## src/rtl/bus_rr_arbiter.sv

```systemverilog
// ============================================================================
// Module   : bus_rr_arbiter
// Brief    : Four-master round-robin bus arbiter with hold-time preemption
//            and a slave-ready watchdog; grants are active-low and registered.
// Revision : 1.0
// ============================================================================
`default_nettype none

module bus_rr_arbiter #(
  parameter int MAX_HOLD = 16,
  parameter int TIMEOUT  = 256,
  parameter int CNT_W    = 9
) (
  input  logic       clk,
  input  logic       reset,
  input  logic       m0_req_,
  input  logic       m1_req_,
  input  logic       m2_req_,
  input  logic       m3_req_,
  input  logic       s_as_,
  input  logic       m_rdy_,
  output logic       m0_grnt_,
  output logic       m1_grnt_,
  output logic       m2_grnt_,
  output logic       m3_grnt_,
  output logic [1:0] owner,
  output logic       bus_err,
  output logic [1:0] err_owner
);

  typedef enum logic [1:0] {
    ST_IDLE  = 2'd0,
    ST_OWNED = 2'd1,
    ST_ERR   = 2'd2
  } state_t;

  localparam logic [CNT_W-1:0] c_hold_last = (MAX_HOLD == 0) ? '0 : CNT_W'(MAX_HOLD - 1);
  localparam logic [CNT_W-1:0] c_wd_last   = (TIMEOUT == 0)  ? '0 : CNT_W'(TIMEOUT - 1);

  state_t           r_state;
  logic [3:0]       r_grnt_n;
  logic [1:0]       r_last;
  logic [1:0]       r_owner;
  logic [1:0]       r_err_owner;
  logic             r_bus_err;
  logic [CNT_W-1:0] r_hold_cnt;
  logic [CNT_W-1:0] r_wd_cnt;

  logic [3:0] w_req;
  logic       w_any;
  logic [1:0] w_winner;
  logic [1:0] w_idx;
  logic       w_stall;
  logic       w_wd_exp;
  logic       w_owner_req;
  logic       w_others;
  logic       w_preempt;

  assign w_req = ~{m3_req_, m2_req_, m1_req_, m0_req_};
  assign w_any = |w_req;

  // Scan farthest-first so the master nearest after r_last overwrites the rest.
  always_comb begin
    w_winner = r_last;
    w_idx    = r_last;
    for (int i = 4; i >= 1; i--) begin
      w_idx = r_last + i[1:0];
      if (w_req[w_idx]) begin
        w_winner = w_idx;
      end
    end
  end

  assign w_stall     = ~s_as_ & m_rdy_;
  assign w_wd_exp    = (TIMEOUT != 0) && w_stall && (r_wd_cnt == c_wd_last);
  assign w_owner_req = w_req[r_owner];
  assign w_others    = |(w_req & ~(4'b0001 << r_owner));
  assign w_preempt   = (MAX_HOLD != 0) && (r_hold_cnt >= c_hold_last) && w_others && s_as_;

  always_ff @(posedge clk or negedge reset) begin
    if (!reset) begin
      r_state     <= ST_IDLE;
      r_grnt_n    <= 4'hF;
      r_last      <= 2'd3;
      r_owner     <= 2'd0;
      r_err_owner <= 2'd0;
      r_bus_err   <= 1'b0;
      r_hold_cnt  <= '0;
      r_wd_cnt    <= '0;
    end else begin
      r_bus_err <= 1'b0;
      case (r_state)
        ST_IDLE: begin
          if (w_any) begin
            r_state    <= ST_OWNED;
            r_grnt_n   <= ~(4'b0001 << w_winner);
            r_owner    <= w_winner;
            r_hold_cnt <= '0;
            r_wd_cnt   <= '0;
          end
        end
        ST_OWNED: begin
          if (w_stall) begin
            r_wd_cnt <= r_wd_cnt + 1'b1;
          end else begin
            r_wd_cnt <= '0;
          end
          // Watchdog outranks release, which outranks preemption.
          if (w_wd_exp) begin
            r_state     <= ST_ERR;
            r_grnt_n    <= 4'hF;
            r_bus_err   <= 1'b1;
            r_err_owner <= r_owner;
            r_last      <= r_owner;
            r_wd_cnt    <= r_wd_cnt;
          end else if (!w_owner_req || w_preempt) begin
            r_state  <= ST_IDLE;
            r_grnt_n <= 4'hF;
            r_last   <= r_owner;
          end else if (r_hold_cnt < c_hold_last) begin
            r_hold_cnt <= r_hold_cnt + 1'b1;
          end
        end
        ST_ERR: begin
          r_state <= ST_IDLE;
        end
        default: begin
          r_state  <= ST_IDLE;
          r_grnt_n <= 4'hF;
        end
      endcase
    end
  end

  assign m0_grnt_  = r_grnt_n[0];
  assign m1_grnt_  = r_grnt_n[1];
  assign m2_grnt_  = r_grnt_n[2];
  assign m3_grnt_  = r_grnt_n[3];
  assign owner     = r_owner;
  assign bus_err   = r_bus_err;
  assign err_owner = r_err_owner;

endmodule

`default_nettype wire

```

## config.mk

```make
export PLATFORM = sky130hd
export DESIGN_NAME = bus_rr_arbiter
export DESIGN_NICKNAME = d
export VERILOG_FILES = /design/src/rtl/bus_rr_arbiter.sv
export SDC_FILE = /design/constraint.sdc
export NUM_CORES = 1
export LEC_CHECK = 0
export ABC_AREA = 1
export CAP_MARGIN = 0
export CORE_UTILIZATION = 50
export CTS_BUF_LIST = sky130_fd_sc_hd__clkbuf_8
export CTS_CLUSTER_DIAMETER = 200
export DETAILED_ROUTE_END_ITERATION = 10
export PLACE_DENSITY = 0.77
export RECOVER_POWER = 50
export SLEW_MARGIN = 10
export SYNTH_ARGS = -nofsm -noshare
export SYNTH_HDL_FRONTEND = slang
export SYNTH_SLANG_ARGS = --single-unit
```

## constraint.sdc

```tcl
create_clock -name clk -period 2.7 [get_ports clk]
set_input_delay 0.54 -clock clk [delete_from_list [all_inputs] [get_ports clk]]
set_output_delay 0.54 -clock clk [all_outputs]
set_load 0.05 [all_outputs]
```

==> impl_results.md <==
- Mapped Area: 0.00178 mm²
- Sequential area share after synthesis: about 44%
- Final Setup Violations: 0
- IO buf count: 16
- Synth Area in Compound Gates: under 10%
- CTS Buffer Depth: 2
- First-pass GRT wire length: around 5.8 mm
- HP Class: register to register
- Postcts setup bufs: 0
- Failing checks: capacitance limit, slew limit
- Final period util: a little under 90%
- Crit path from: r_wd_cnt[0]$_DFFE_PN0P_
- Pre-antenna DRT Iters: 4
- CTS tree: done
- Top-count cell post-synth: nand2_1
- Fin nets: around 280
- Max-Cap Viols: 1
- Hold buffer count at CTS: 0
- CP peak stage delay: just under 0.4 ns
- Hold Path Stages: 2
- Worst reg2reg setup slack: between 0.3 and 0.4 ns
- Top cells by count, synth: 82 x nand2_1, 30 x inv_1, 28 x nor2_1, 25 x dfrtp_1, 12 x o21ai_0
- CP max FO: 11
- Layout fillers: roughly 330
- Least-Margin Pin Slew: 1.55 ns
- Post-synthesis xor/xnor area fraction: less than 1%
- Antenna Violating Nets Remaining: 0
- Final Instance Area: ~0.0021 mm²
- Largest family of logic cells by synthesized area: simple AND/OR/NAND/NOR gates
- Area growth syn-to-layout: 18.4%
- Post-synth EDFFs: 0
- Resized cells post-CTS: 0
- Setup TNS: 0 ns
- Hold Startpoint: r_hold_cnt[8]$_DFFE_PN0P_
- Worst-Skew Late Latency: 0.28 ns
- Placed Instances: slightly above 300
- Power Density: approximately 1000 mW/mm²
- Placer Congestion: approximately 0.9
- FF-to-FF Start: r_wd_cnt[0]$_DFFE_PN0P_
- VDD IR max: a little under 0.6 mV
- Drt drc: 0
- Post-Syn Nets: 256
- H-tree Lvls: 2
- Post-Synthesis Cells: 245
- DR WL/cell: 10.5 µm
- Root Buffer: clkbuf_8
- Final Max Tran Viols: 32
- Footprint of the multi-input gates: approximately 840 µm²
- FFs w/ async S/R, synth: 100%
- DP Wirelength: about 2.4 mm
- I/O pins: 17
- Via count: roughly 1500
- Static Leak: ~1.1 nW
- Core ar.: 0.00336 mm²
- Detailed Route WL: about 3.3 mm
- Die width: between 60 and 70 µm
- Slowest CP cell: dfrtp_1
- Flops & latches, synth: 31
- Mux contribution to synthesized area: 0%
- Fmax: 0.422 GHz
- CP arrival: around 2.5 ns
- Starting Density: ~53%
- Post-route insts no fill: 314
- Status: finished with violations
- Cell variety after synth: 28
- Tmin final: around 2.4 ns
- Initial antenna violation count: 0
- Worst Slack Setup Final: 0.332 ns
- Synth top area cells: dfrtp_1 35%, nand2_1 17%, dfstp_2 8.9%, inv_1 6.3%, nor2_1 5.9%
- Top cell type's share of synthesized area: 35.2%
- Post-Synth Adder-Cell Area: between 2 and 2.5%
- Grt ovf: 0
- Vias per inst: 4.89
- Clk pin slew, worst setup/hold paths: about 0.070 ns
- Num rows: 21
- CP required: around 2.9 ns
- Mapped Avg Cell Area: between 7 and 8 µm²
- Area leader, netlist: dfrtp_1
- WS Path Type: register to register
- Hold Worst Slack: 0.493 ns
- FF-to-FF End: r_wd_cnt[7]$_DFFE_PN0P_
- Simple-Gate Fraction of Synth Area: between 30% and 40%
- WHS Endpoint: r_hold_cnt[8]$_DFFE_PN0P_
- Final hold vios: 0
- Relative slew slack: -3.18%
- YS warnings: 0
- Overall routing resource usage: a little over a fifth
- Post-DP Area: 0.00199 mm²
- Chip height: 61.6 µm
- Most used cell, CP: nand2_1
- Share of cells above drive strength 1: between 10% and 20%
- Main synth FF type: dfrtp_1
- DRC violation total after the first TritonRoute iteration: 75
- Die area: around 0.0038 mm²
- Skew final: approximately 0.0076 ns
- RSZ-0062 raised after global routing: no
- Largest net degree at the start of global routing: 32
- Worst R2R Path Depth: 15
- CTS sink count: 31
- CP Capture Type: register
- DP Worst Slack: 0.359 ns
- Worst-path cell chain: ha_1 > inv_1 > nor3_1 > nand2_1 > nor2_1 > and3_1 > ha_1 > nand2_1 > nand2_1 > nand2_1 > inv_2 > nor2_2 > nand3_1 > xor2_1 > nor2_1
- CP startpoint kind: register
- Register area: between 700 and 800 µm²
- CTS Buf Count: 5
- Vias in the first global route: about 1300
- Antenna cells: 0
## report_power, final
part / internal [W] / switching [W]
Combinational: 0.000324 / 0.000670
Clock: 0.000298 / 0.000170
Sequential: 0.000569 / 0.000103
## kinds of logic after synthesis
| kind of cell | Yosys count |
|---|---|
| AOI/OAI and AO/OA | 29 |
| xor gates and xnor gates | 2 |
| adders and majority gates | 3 |
| buffers and inverters | 39 |
| DFF | 31 |
| and+or+nand+nor | 141 |
## state kept, by name (all words and copies together), names as in the netlist
| signal | cells |
|---|---|
| r_last | 2 |
| err_owner | 2 |
| r_hold_cnt | 9 |
| r_wd_cnt | 9 |
| r_grnt_n | 4 |
| owner | 2 |
| bus_err | 1 |
| r_state | 2 |
## critical path: cells and delay by family (launching register included)
family | cells | cell delay [ns]
xor gates and xnor gates | 1 | 0.15
buffers and inverters | 2 | 0.23
adders and majority gates | 2 | 0.31
DFF | 1 | 0.39
and+or+nand+nor | 10 | 1.17
## routing by layer
metal / share of wire [%] / routed length [µm] / track usage, %
met1: 50 / 1650 / 29.2
met2: 44 / 1470 / 31.6
met3: 4.5 / 150 / 7.56
met4: 0.88 / 29 / 5.08
met5: 0 / 0 / 0
## layout make-up
type / instances / area share [%]
Timing Repair Buffer: 18 / 8.14
Inverter: 36 / 6.42
Clock buffer: 6 / 3.92
Sequential cell: 31 / 37.2
Multi-Input combinational cell: 175 / 39.9
Tap cell: 46 / 2.73
Clock inverter: 2 / 1.66
## cells in the final DEF (no fill, tap or decap)
master            n
clkbuf_1          1
a21oi_1           8
dfstp_2           6
nand3_1          11
inv_2             5
nand2_2           3
dfrtp_1          25
nand2_1          82
o22ai_1           1
nor3_1            4
clkinv_2          1
nand4_1           3
buf_4             1
and2_1            1
nand2_4           1
nand4_4           1
ha_1              3
o21ai_0          12
and3_1            1
a31o_2            1
inv_1            31
o21a_1            1
xor2_1            2
bufinv_16         1
clkdlybuf4s50_1  14
nor3_4            1
nor2_1           28
nor2_2            2
dlygate4sd3_1     2
clkbuf_8          6
o21ai_2           1
o21ai_1           5
nand3_2           3
## stage by stage
step | util [%] | power [W]
floorplan | - | 0.00146
global placement | 59.2 | 0.00166
detailed placement | 59.2 | 0.00168
CTS | 62.7 | 0.00215
global route | 62.6 | 0.00234
finish | 62.6 | 0.00213
## how the worst max path moves through the flow
stage	end	slack, ns	cells after the start
2_1_floorplan	r_hold_cnt[2]$_DFFE_PN0P_	0.70	15
3_3_place_gp	r_wd_cnt[7]$_DFFE_PN0P_	0.44	15
3_5_place_dp	r_wd_cnt[7]$_DFFE_PN0P_	0.36	15
4_1_cts	r_wd_cnt[7]$_DFFE_PN0P_	0.36	15
5_1_grt	r_wd_cnt[7]$_DFFE_PN0P_	0.02	15
6_report	r_wd_cnt[7]$_DFFE_PN0P_	0.33	15
Power figures use the tool's default switching activity.
